`config.mk`:
```
export PLATFORM = sky130hd
export DESIGN_NAME = i2c_temp_responder
export DESIGN_NICKNAME = d
export VERILOG_FILES = /design/src/rtl/temp_sensor_pkg.sv /design/src/rtl/i2c_line_sync.sv /design/src/rtl/i2c_temp_responder.sv
export SDC_FILE = /design/constraint.sdc
export NUM_CORES = 1
export LEC_CHECK = 0
export ABC_AREA = 1
export CORE_MARGIN = 1.5
export CORE_UTILIZATION = 44
export DETAILED_ROUTE_END_ITERATION = 6
export GPL_ROUTABILITY_DRIVEN = 0
export REMOVE_ABC_BUFFERS = 1
export SYNTH_ARGS = -nofsm -noshare
export SYNTH_HDL_FRONTEND = slang
export SYNTH_SLANG_ARGS = --single-unit
```
`constraint.sdc`:
```
create_clock -name clk -period 5 [get_ports clk]
set_clock_uncertainty 0.1 [all_clocks]
set_input_delay 1 -clock clk [delete_from_list [all_inputs] [get_ports clk]]
set_output_delay 1 -clock clk [all_outputs]
set_load 0.02 [all_outputs]
```
`src/rtl/temp_sensor_pkg.sv`:
```
// Shared constants and state encoding for the I2C temperature-sensor target.
package temp_sensor_pkg;

  localparam logic [6:0] DEFAULT_BUS_ADDR = 7'h48;
  localparam logic [7:0] DEFAULT_DEV_ID   = 8'hCB;

  localparam logic [7:0] REG_TEMP_MSB = 8'h00;
  localparam logic [7:0] REG_TEMP_LSB = 8'h01;
  localparam logic [7:0] REG_STATUS   = 8'h02;
  localparam logic [7:0] REG_CONFIG   = 8'h03;
  localparam logic [7:0] REG_DEV_ID   = 8'h0B;

  localparam logic [7:0] STATUS_VALUE = 8'h00;

  typedef enum logic [3:0] {
    ST_IDLE,
    ST_ADDR,
    ST_ADDR_ACK,
    ST_PTR,
    ST_PTR_ACK,
    ST_WDATA,
    ST_WDATA_ACK,
    ST_RDATA,
    ST_RD_MACK
  } state_e;

endpackage

```
`src/rtl/i2c_line_sync.sv`:
```
// Brings the raw SCL/SDA pads into the clk domain and flags SCL edges plus
// START/STOP conditions, all derived from the synchronized copies.
module i2c_line_sync (
  input  logic clk,
  input  logic reset,
  input  logic scl_i,
  input  logic sda_i,
  output logic sda_o,
  output logic scl_rise_o,
  output logic scl_fall_o,
  output logic start_o,
  output logic stop_o
);

  // Bits [1:0] are the synchronizer, bit [2] is the previous synchronized value.
  logic [2:0] scl_q;
  logic [2:0] sda_q;

  always_ff @(posedge clk or posedge reset) begin
    if (reset) begin
      scl_q <= 3'b111;
      sda_q <= 3'b111;
    end else begin
      scl_q <= {scl_q[1:0], scl_i};
      sda_q <= {sda_q[1:0], sda_i};
    end
  end

  assign sda_o      = sda_q[1];
  assign scl_rise_o = scl_q[1] & ~scl_q[2];
  assign scl_fall_o = ~scl_q[1] & scl_q[2];
  assign start_o    = scl_q[1] & scl_q[2] & sda_q[2] & ~sda_q[1];
  assign stop_o     = scl_q[1] & scl_q[2] & ~sda_q[2] & sda_q[1];

endmodule

```
`src/rtl/i2c_temp_responder.sv`:
```
// I2C target exposing a coherent temperature sample, a config register and a
// device ID through an auto-incrementing register pointer.
module i2c_temp_responder
  import temp_sensor_pkg::*;
#(
  parameter logic [6:0] BUS_ADDR = DEFAULT_BUS_ADDR,
  parameter logic [7:0] DEV_ID   = DEFAULT_DEV_ID
) (
  input  logic        clk,
  input  logic        reset,
  input  logic        scl_in,
  input  logic        sda_in,
  output logic        sda_oe,
  input  logic [15:0] temp_value,
  input  logic        temp_load,
  output logic [7:0]  config_q,
  output logic        reg_wr,
  output logic [7:0]  reg_wr_addr,
  output logic [7:0]  reg_wr_data,
  output logic        busy
);

  logic sda_s, scl_rise, scl_fall, bus_start, bus_stop;

  i2c_line_sync u_line_sync (
    .clk       (clk),
    .reset     (reset),
    .scl_i     (scl_in),
    .sda_i     (sda_in),
    .sda_o     (sda_s),
    .scl_rise_o(scl_rise),
    .scl_fall_o(scl_fall),
    .start_o   (bus_start),
    .stop_o    (bus_stop)
  );

  state_e      state_q, state_d;
  logic [3:0]  bitcnt_q, bitcnt_d;
  logic [7:0]  shift_q, shift_d;
  logic [7:0]  ptr_q, ptr_d;
  logic [7:0]  tx_q, tx_d;
  logic [7:0]  cfg_q, cfg_d;
  logic [7:0]  wr_addr_q, wr_addr_d;
  logic [7:0]  wr_data_q, wr_data_d;
  logic        rw_q, rw_d;
  logic        sda_oe_q, sda_oe_d;
  logic        busy_q, busy_d;
  logic        reg_wr_q, reg_wr_d;
  logic [15:0] staging_q, staging_d;
  logic [15:0] shadow_q, shadow_d;
  logic [7:0]  rd_byte;

  always_comb begin
    case (ptr_q)
      REG_TEMP_MSB: rd_byte = shadow_q[15:8];
      REG_TEMP_LSB: rd_byte = shadow_q[7:0];
      REG_STATUS:   rd_byte = STATUS_VALUE;
      REG_CONFIG:   rd_byte = cfg_q;
      REG_DEV_ID:   rd_byte = DEV_ID;
      default:      rd_byte = 8'h00;
    endcase
  end

  // In the ACK states bitcnt acts as a flag: 0 = ACK not yet driven, 1 = ACK clock seen.
  always_comb begin
    state_d   = state_q;
    bitcnt_d  = bitcnt_q;
    shift_d   = shift_q;
    ptr_d     = ptr_q;
    tx_d      = tx_q;
    cfg_d     = cfg_q;
    wr_addr_d = wr_addr_q;
    wr_data_d = wr_data_q;
    rw_d      = rw_q;
    sda_oe_d  = sda_oe_q;
    busy_d    = busy_q;
    reg_wr_d  = 1'b0;
    staging_d = temp_load ? temp_value : staging_q;
    shadow_d  = shadow_q;

    if (bus_stop) begin
      state_d  = ST_IDLE;
      bitcnt_d = 4'd0;
      sda_oe_d = 1'b0;
      busy_d   = 1'b0;
    end else if (bus_start) begin
      state_d  = ST_ADDR;
      bitcnt_d = 4'd0;
      sda_oe_d = 1'b0;
      busy_d   = 1'b0;
      if (!busy_q) begin
        shadow_d = staging_d;
      end
    end else begin
      unique case (state_q)
        ST_ADDR, ST_PTR, ST_WDATA: begin
          if (scl_rise) begin
            shift_d[3'd7 - bitcnt_q[2:0]] = sda_s;
            bitcnt_d = bitcnt_q + 4'd1;
            if (bitcnt_q == 4'd7) begin
              bitcnt_d = 4'd0;
              if (state_q == ST_ADDR) begin
                if (shift_d[7:1] == BUS_ADDR) begin
                  state_d = ST_ADDR_ACK;
                  busy_d  = 1'b1;
                  rw_d    = sda_s;
                end else begin
                  state_d = ST_IDLE;
                end
              end else if (state_q == ST_PTR) begin
                ptr_d   = shift_d;
                state_d = ST_PTR_ACK;
              end else begin
                reg_wr_d  = 1'b1;
                wr_addr_d = ptr_q;
                wr_data_d = shift_d;
                if (ptr_q == REG_CONFIG) begin
                  cfg_d = shift_d;
                end
                ptr_d   = ptr_q + 8'd1;
                state_d = ST_WDATA_ACK;
              end
            end
          end
        end
        ST_ADDR_ACK, ST_PTR_ACK, ST_WDATA_ACK: begin
          if (scl_rise) begin
            bitcnt_d = 4'd1;
          end else if (scl_fall && bitcnt_q == 4'd0) begin
            sda_oe_d = 1'b1;
          end else if (scl_fall) begin
            bitcnt_d = 4'd0;
            sda_oe_d = 1'b0;
            if (state_q == ST_ADDR_ACK && rw_q) begin
              state_d  = ST_RDATA;
              tx_d     = rd_byte;
              sda_oe_d = ~rd_byte[7];
            end else if (state_q == ST_ADDR_ACK) begin
              state_d = ST_PTR;
            end else begin
              state_d = ST_WDATA;
            end
          end
        end
        ST_RDATA: begin
          if (scl_rise) begin
            bitcnt_d = bitcnt_q + 4'd1;
          end else if (scl_fall && bitcnt_q == 4'd8) begin
            bitcnt_d = 4'd0;
            sda_oe_d = 1'b0;
            ptr_d    = ptr_q + 8'd1;
            state_d  = ST_RD_MACK;
          end else if (scl_fall) begin
            sda_oe_d = ~tx_q[3'd7 - bitcnt_q[2:0]];
          end
        end
        ST_RD_MACK: begin
          if (scl_rise) begin
            if (sda_s) begin
              state_d = ST_IDLE;
            end else begin
              bitcnt_d = 4'd1;
            end
          end else if (scl_fall && bitcnt_q == 4'd1) begin
            bitcnt_d = 4'd0;
            state_d  = ST_RDATA;
            tx_d     = rd_byte;
            sda_oe_d = ~rd_byte[7];
          end
        end
        default: begin
        end
      endcase
    end
  end

  always_ff @(posedge clk or posedge reset) begin
    if (reset) begin
      state_q   <= ST_IDLE;
      bitcnt_q  <= 4'd0;
      shift_q   <= 8'h00;
      ptr_q     <= 8'h00;
      tx_q      <= 8'h00;
      cfg_q     <= 8'h00;
      wr_addr_q <= 8'h00;
      wr_data_q <= 8'h00;
      rw_q      <= 1'b0;
      sda_oe_q  <= 1'b0;
      busy_q    <= 1'b0;
      reg_wr_q  <= 1'b0;
      staging_q <= 16'h0000;
      shadow_q  <= 16'h0000;
    end else begin
      state_q   <= state_d;
      bitcnt_q  <= bitcnt_d;
      shift_q   <= shift_d;
      ptr_q     <= ptr_d;
      tx_q      <= tx_d;
      cfg_q     <= cfg_d;
      wr_addr_q <= wr_addr_d;
      wr_data_q <= wr_data_d;
      rw_q      <= rw_d;
      sda_oe_q  <= sda_oe_d;
      busy_q    <= busy_d;
      reg_wr_q  <= reg_wr_d;
      staging_q <= staging_d;
      shadow_q  <= shadow_d;
    end
  end

  assign sda_oe      = sda_oe_q;
  assign config_q    = cfg_q;
  assign reg_wr      = reg_wr_q;
  assign reg_wr_addr = wr_addr_q;
  assign reg_wr_data = wr_data_q;
  assign busy        = busy_q;

endmodule

```
==> results of run 1 <==
sequential cells by signal (all words and copies together) (netlist names), 8 cells and up:
name,flops
shadow_q,16
staging_q,16
config_q,8
ptr_q,8
reg_wr_addr,8
reg_wr_data,8
shift_q,8
tx_q,8
power by group:
| group | internal (uW) | switching, uW | total, uW |
|---|---|---|---|
| logic | 377 | 790 | 1170 |
| clock network | 494 | 312 | 806 |
| registers | 941 | 136 | 1080 |
metrics by stage:
stage | instance area, um^2 | utilization, % | hold slack (ns)
global route | 5980 | 54.2 | 0.262
finish | 5980 | 54.2 | 0.255
floorplan | 4960 | - | 0.245
CTS | 5980 | 54.2 | 0.257
detailed placement | 5630 | 51.0 | 0.250
global placement | 5630 | 51.0 | 0.246
critical path: cells and delay by family (launching register included):
family | cells | cell delay [ns]
simple gates | 5 | 0.87
flops | 1 | 0.61
compound gates | 1 | 0.20
buf+inv | 3 | 0.35
fa+ha+maj | 1 | 0.26
per-layer routing:
layer  GRT usage (%)  wire (um)
met1            29.7       5580
met2            32.5       5260
met3            5.35        543
met4            4.67        138
met5               0          0
Yosys cell counts (4+ instances only):
cell type  count
a21oi_1       13
buf_2          4
buf_6          4
clkbuf_1       5
dfrtp_1       92
dfstp_2        6
ha_1           9
inv_1         70
inv_2          9
mux2_2        25
nand2_1      155
nand2_2        6
nand3_1       32
nand4_1       11
nor2_1        45
nor2_2         5
nor3_1         7
o21ai_0       52
o21ai_1       22
o21ai_2        8
o22ai_1        4
worst max-delay path by stage:
stage                        to
floorplan           bitcnt_q[0]
global route        config_q[3]
global placement    shadow_q[5]
CTS                 shadow_q[2]
finish              config_q[3]
detailed placement  shadow_q[2]
area by class of cell:
| type | instances | share of cell area [%] |
|---|---|---|
| Clock inverter | 7 | 2.07 |
| Inverter | 81 | 5.13 |
| Timing Repair Buffer | 50 | 8.25 |
| Sequential cell | 98 | 41.1 |
| Multi-Input combinational cell | 413 | 36.7 |
| Tap cell | 140 | 2.93 |
| Clock buffer | 9 | 3.77 |
cell families after synthesis:
logic type	share of synthesized area, %
AO/OA/AOI/OAI	11.1
flip-flops	48.6
XOR/XNOR	0.519
multiplexers	5.56
buffers and inverters	8.10
AND/OR/NAND/NOR	24.0
adder cells (fa/ha/maj)	2.22
==> results.py, run 1 <==
metrics = {
    "synthesis": {
        "yosys.area.top_type": "dfrtp_1",
        "ys_warn_count": 0,
        "synth_cell_types": 33,
        "synth.top_cells.by_area": "dfrtp_1 45%, nand2_1 11%, mux2_2 5.6%, inv_1 5.2%, o21ai_0 5.1%",
        "yosys_register_bits": 98,
        "async_reset_ff_share_pct": 100,
        "synth_edf_count": 0,
        "netlist_instances": 608,
        "synth_flop_cell": "dfrtp_1",
        "syn-cell-area_um2": 5060,
        "avgSynthCellArea_um2": 8.33,
        "synth_top_area_share_pct": 45.5,
        "yosysSeqAreaShare_pct": 48.6,
    },
    "clock_network": {
        "cts.sinks": 98,
        "clock_latency_ns": 0.34,
        "cts_tree": "built",
        "cts-root-buf": "clkbuf_16",
        "cts_resized": 0,
        "cts_max_level": 3,
        "clock_path_buffers": 2,
        "clk_pin_slew_ns": 0.07,
        "ctsHoldBuffers": 0,
        "cts_setup_buffers": 0,
        "numCtsBuffers": 9,
    },
    "route": {
        "dr.pass1.iters": 5,
        "drc": 0,
        "drt_iter0_markers": 294,
        "vias_per_cell": 5.17,
        "antenna_left": 0,
        "vias": 4128,
        "wl_per_cell_um": 14.4,
        "drt-total-wl_um": 11500,
    },
    "setup_path": {
        "end_kind": "register",
        "r2r_end": "config_q[3]",
        "crit_arrival_ns": 2.67,
        "path_class": "register to register",
        "path_cells": "ha_1 > nand2_2 > nor2_4 > inv_1 > nor3_4 > nand2_2 > inv_2 > nand2_4 > o21ai_0 > inv_1",
        "r2r_setup_slack_ns": 2.47,
        "cp_slowest_cell": "dfrtp_1",
        "r2r-start": "bitcnt_q[0]",
        "reg2reg_depth": 10,
        "crit_required_ns": 5.14,
        "slowest_delay_ns": 0.61,
        "crit_path_start_kind": "register",
        "crit_start": "bitcnt_q[0]",
        "crit_path_max_fanout": 33,
    },
    "finish": {
        "syn_to_final_growth_pct": 18.0,
        "drive_above_1_share_pct": 13.5,
        "regArea_um2": 2460,
        "final_cells": 798,
        "layout_common_cells": "155 x nand2_1, 92 x dfrtp_1, 69 x inv_1",
        "nNetsFinal": 683,
        "diodes": 0,
        "fillers": 1083,
        "multi_input_area_um2": 2190,
        "final_common_cell": "nand2_1",
    },
    "timing": {
        "maxSlewViolCount": 0,
        "finalHoldViolCount": 0,
        "tns_ns": 0,
        "fmax_ghz": 0.395,
        "setup_viol": 0,
        "min_period_ns": 2.53,
        "rsz0062_at_grt": "no",
        "maxSlewHeadroom_pct": 33.1,
        "finalCritPeriodShare_pct": 50.7,
        "layout_setup_ws_ns": 2.47,
        "tightestPinTransition_ns": 1.00,
    },
    "grt": {
        "grt_antenna_before_repair": 0,
        "grt_pass1_wl_um": 19300,
        "grt_pass1_vias": 3958,
        "grt-ovfl-total": 0,
        "grt_usage_pct": 21.0,
        "grt_max_degree": 83,
    },
    "flow_run": {
        "drv_cap": 0,
    },
    "place": {
        "dpl.cell_count": 782,
        "place_ws_ns": 2.11,
        "dp_hpwl_um": 8310,
        "port_buffers": 47,
    },
    "hold_path": {
        "min_path_cells": 0,
        "hold_start": "u_line_sync.scl_q[0]",
        "whs_endpoint": "u_line_sync.scl_q[1]",
        "min_path_type": "register to register",
    },
    "floorplan": {
        "fp.dieW_um": 110,
        "start_util_pct": 45.9,
        "die-area_um2": 12200,
        "ioPinCount": 48,
        "die_y_um": 110,
        "core-area_um2": 11000,
        "rows": 38,
    },
    "power_and_ir_drop": {
        "finalPower_uw": 3050,
        "p_per_area_nw_per_um2": 510,
        "vdd_drop_max_mv": 0.334,
        "leakage_uw": 0.00290,
    },
    "run_status": {
        "status": "complete, no violations",
    },
}
(Power assumes the default switching activity.)
==> inputs of run 2 (changes only) <==
==> constraint.sdc (replaced) <==
create_clock -name clk -period 2.7 [get_ports clk]
set_clock_uncertainty 0.1 [all_clocks]
set_input_delay 0.54 -clock clk [delete_from_list [all_inputs] [get_ports clk]]
set_output_delay 0.54 -clock clk [all_outputs]
set_load 0.02 [all_outputs]
==> run 2 against run 1 <==
  * First-iteration DRC count grew 6.5%
  * Design area shrank 0.19%
  * Core utilization shrank 0.10 points
  * Sequential power grew 84%
  * Largest cell class unchanged
  * Largest power group unchanged
==> results.py, run 2 (same netlist as run 1, synthesis figures left out) <==
metrics = {
    "clock_network": {
        "cts_setup_buffers": 0,
        "cts.sinks": 98,
        "numCtsBuffers": 9,
        "cts_max_level": 3,
        "cts-root-buf": "clkbuf_16",
        "cts_resized": 0,
        "clk_pin_slew_ns": 0.06,
        "clock_latency_ns": 0.35,
        "ctsHoldBuffers": 0,
        "clock_path_buffers": 2,
        "cts_tree": "built",
    },
    "finish": {
        "utilization_pct": 54.1,
        "drive_above_1_share_pct": 14.0,
        "reg_top3": "shadow_q: 16 flops, staging_q: 16 flops",
        "nNetsFinal": 688,
        "diodes": 0,
        "final_common_cell": "nand2_1",
        "layout_common_cells": "155 x nand2_1, 92 x dfrtp_1, 69 x inv_1",
        "syn_to_final_growth_pct": 17.8,
    },
    "floorplan": {
        "fp.dieW_um": 110,
        "core-area_um2": 11000,
        "rows": 38,
        "ioPinCount": 48,
        "die-area_um2": 12200,
        "start_util_pct": 45.9,
        "die_y_um": 110,
    },
    "route": {
        "wl_per_cell_um": 14.4,
        "dr.pass1.iters": 5,
        "vias": 4130,
        "drt_iter0_markers": 313,
        "drc": 0,
        "antenna_left": 0,
        "vias_per_cell": 5.15,
        "drt-total-wl_um": 11600,
    },
    "grt": {
        "grt_max_degree": 41,
        "grt_pass1_wl_um": 19400,
        "grt-ovfl-total": 0,
        "grt_usage_pct": 21.2,
        "grt_antenna_before_repair": 0,
        "grt_pass1_vias": 3972,
    },
    "timing": {
        "setup_viol": 0,
        "finalCritPeriodShare_pct": 87.6,
        "layout_setup_ws_ns": 0.334,
        "maxSlewHeadroom_pct": 61.2,
        "min_period_ns": 2.37,
        "fmax_ghz": 0.423,
        "tns_ns": 0,
        "rsz0062_at_grt": "no",
        "tightestPinTransition_ns": 0.576,
        "maxSlewViolCount": 0,
        "hold_ws_ns": 0.254,
        "finalHoldViolCount": 0,
    },
    "setup_path": {
        "crit_path_max_fanout": 16,
        "cp_slowest_cell": "dfrtp_1",
        "crit_required_ns": 2.83,
        "cp_top_family": "simple AND/OR/NAND/NOR gates",
        "crit_path_start_kind": "register",
        "path_cells": "clkinv_1 > ha_1 > nand2_1 > nor2_1 > nand2_1 > nor3b_2 > nand3_2 > nand2_1 > o21ai_2",
        "end_kind": "register",
        "slowest_delay_ns": 0.58,
        "path_class": "register to register",
        "cp_num_buf_inv": 1,
        "crit_arrival_ns": 2.50,
        "crit_top_cell": "nand2_1",
    },
    "power_and_ir_drop": {
        "p_per_area_nw_per_um2": 906,
        "leakage_uw": 0.00290,
        "vdd_drop_max_mv": 0.360,
    },
    "place": {
        "port_buffers": 47,
        "place_ws_ns": 0.358,
        "dp_hpwl_um": 8550,
    },
    "run_status": {
        "status": "complete, no violations",
    },
    "flow_run": {
        "drv_cap": 0,
    },
    "hold_path": {
        "min_path_type": "register to register",
    },
}
## run 2: routing by layer
metal / wire [um] / vias to the layer above / global-route usage [%] / part of all wire (%)
met1: 5680 / 1951 / 30.1 / 49
met3: 446 / 18 / 3.35 / 3.9
met4: 227 / 0 / 8.33 / 2.0
li1: - / 2062 / - / -
met5: 0 / - / 0 / 0
met2: 5200 / 99 / 32.5 / 45
## run 2: through the flow
stage,power (uW),cells,instance area (um^2)
floorplan,3580,592,4960
global placement,4160,787,5690
detailed placement,4190,787,5690
CTS,5440,802,5970
global route,5860,802,5970
finish,5400,802,5970
## run 2: layout make-up
| type | instances | area [um^2] |
|---|---|---|
| flip-flops and latches | 98 | 2460 |
| repair buffers | 55 | 556 |
| clock inverters | 5 | 36.3 |
| multi-input cells | 413 | 2190 |
| inverters | 81 | 307 |
| clock buffers | 10 | 239 |
| well taps | 140 | 175 |
| fillers | 1048 | 5060 |
## run 2: power breakdown
group	leakage [uW]	internal, uW	total [uW]	switching (uW)
logic	0.00150	718	2210	1490
clock network	0.000140	651	1210	560
registers	0.00126	1740	1990	245
## run 2: path summary, 6_finish.rpt
kind / start / end / slack (ns) / depth (start not counted)
hold reg to reg: u_line_sync.scl_q[0] / u_line_sync.scl_q[1] / 0.25 / 0
max in group asynchronous: reset / shadow_q[6] / 1.52 / 3
hold / removal: u_line_sync.scl_q[0] / u_line_sync.scl_q[1] / 0.25 / 0
setup / recovery: bitcnt_q[0] / tx_q[0] / 0.33 / 9
setup reg to reg: bitcnt_q[0] / tx_q[0] / 0.33 / 9
min in group asynchronous: reset / ptr_q[0] / 0.44 / 2
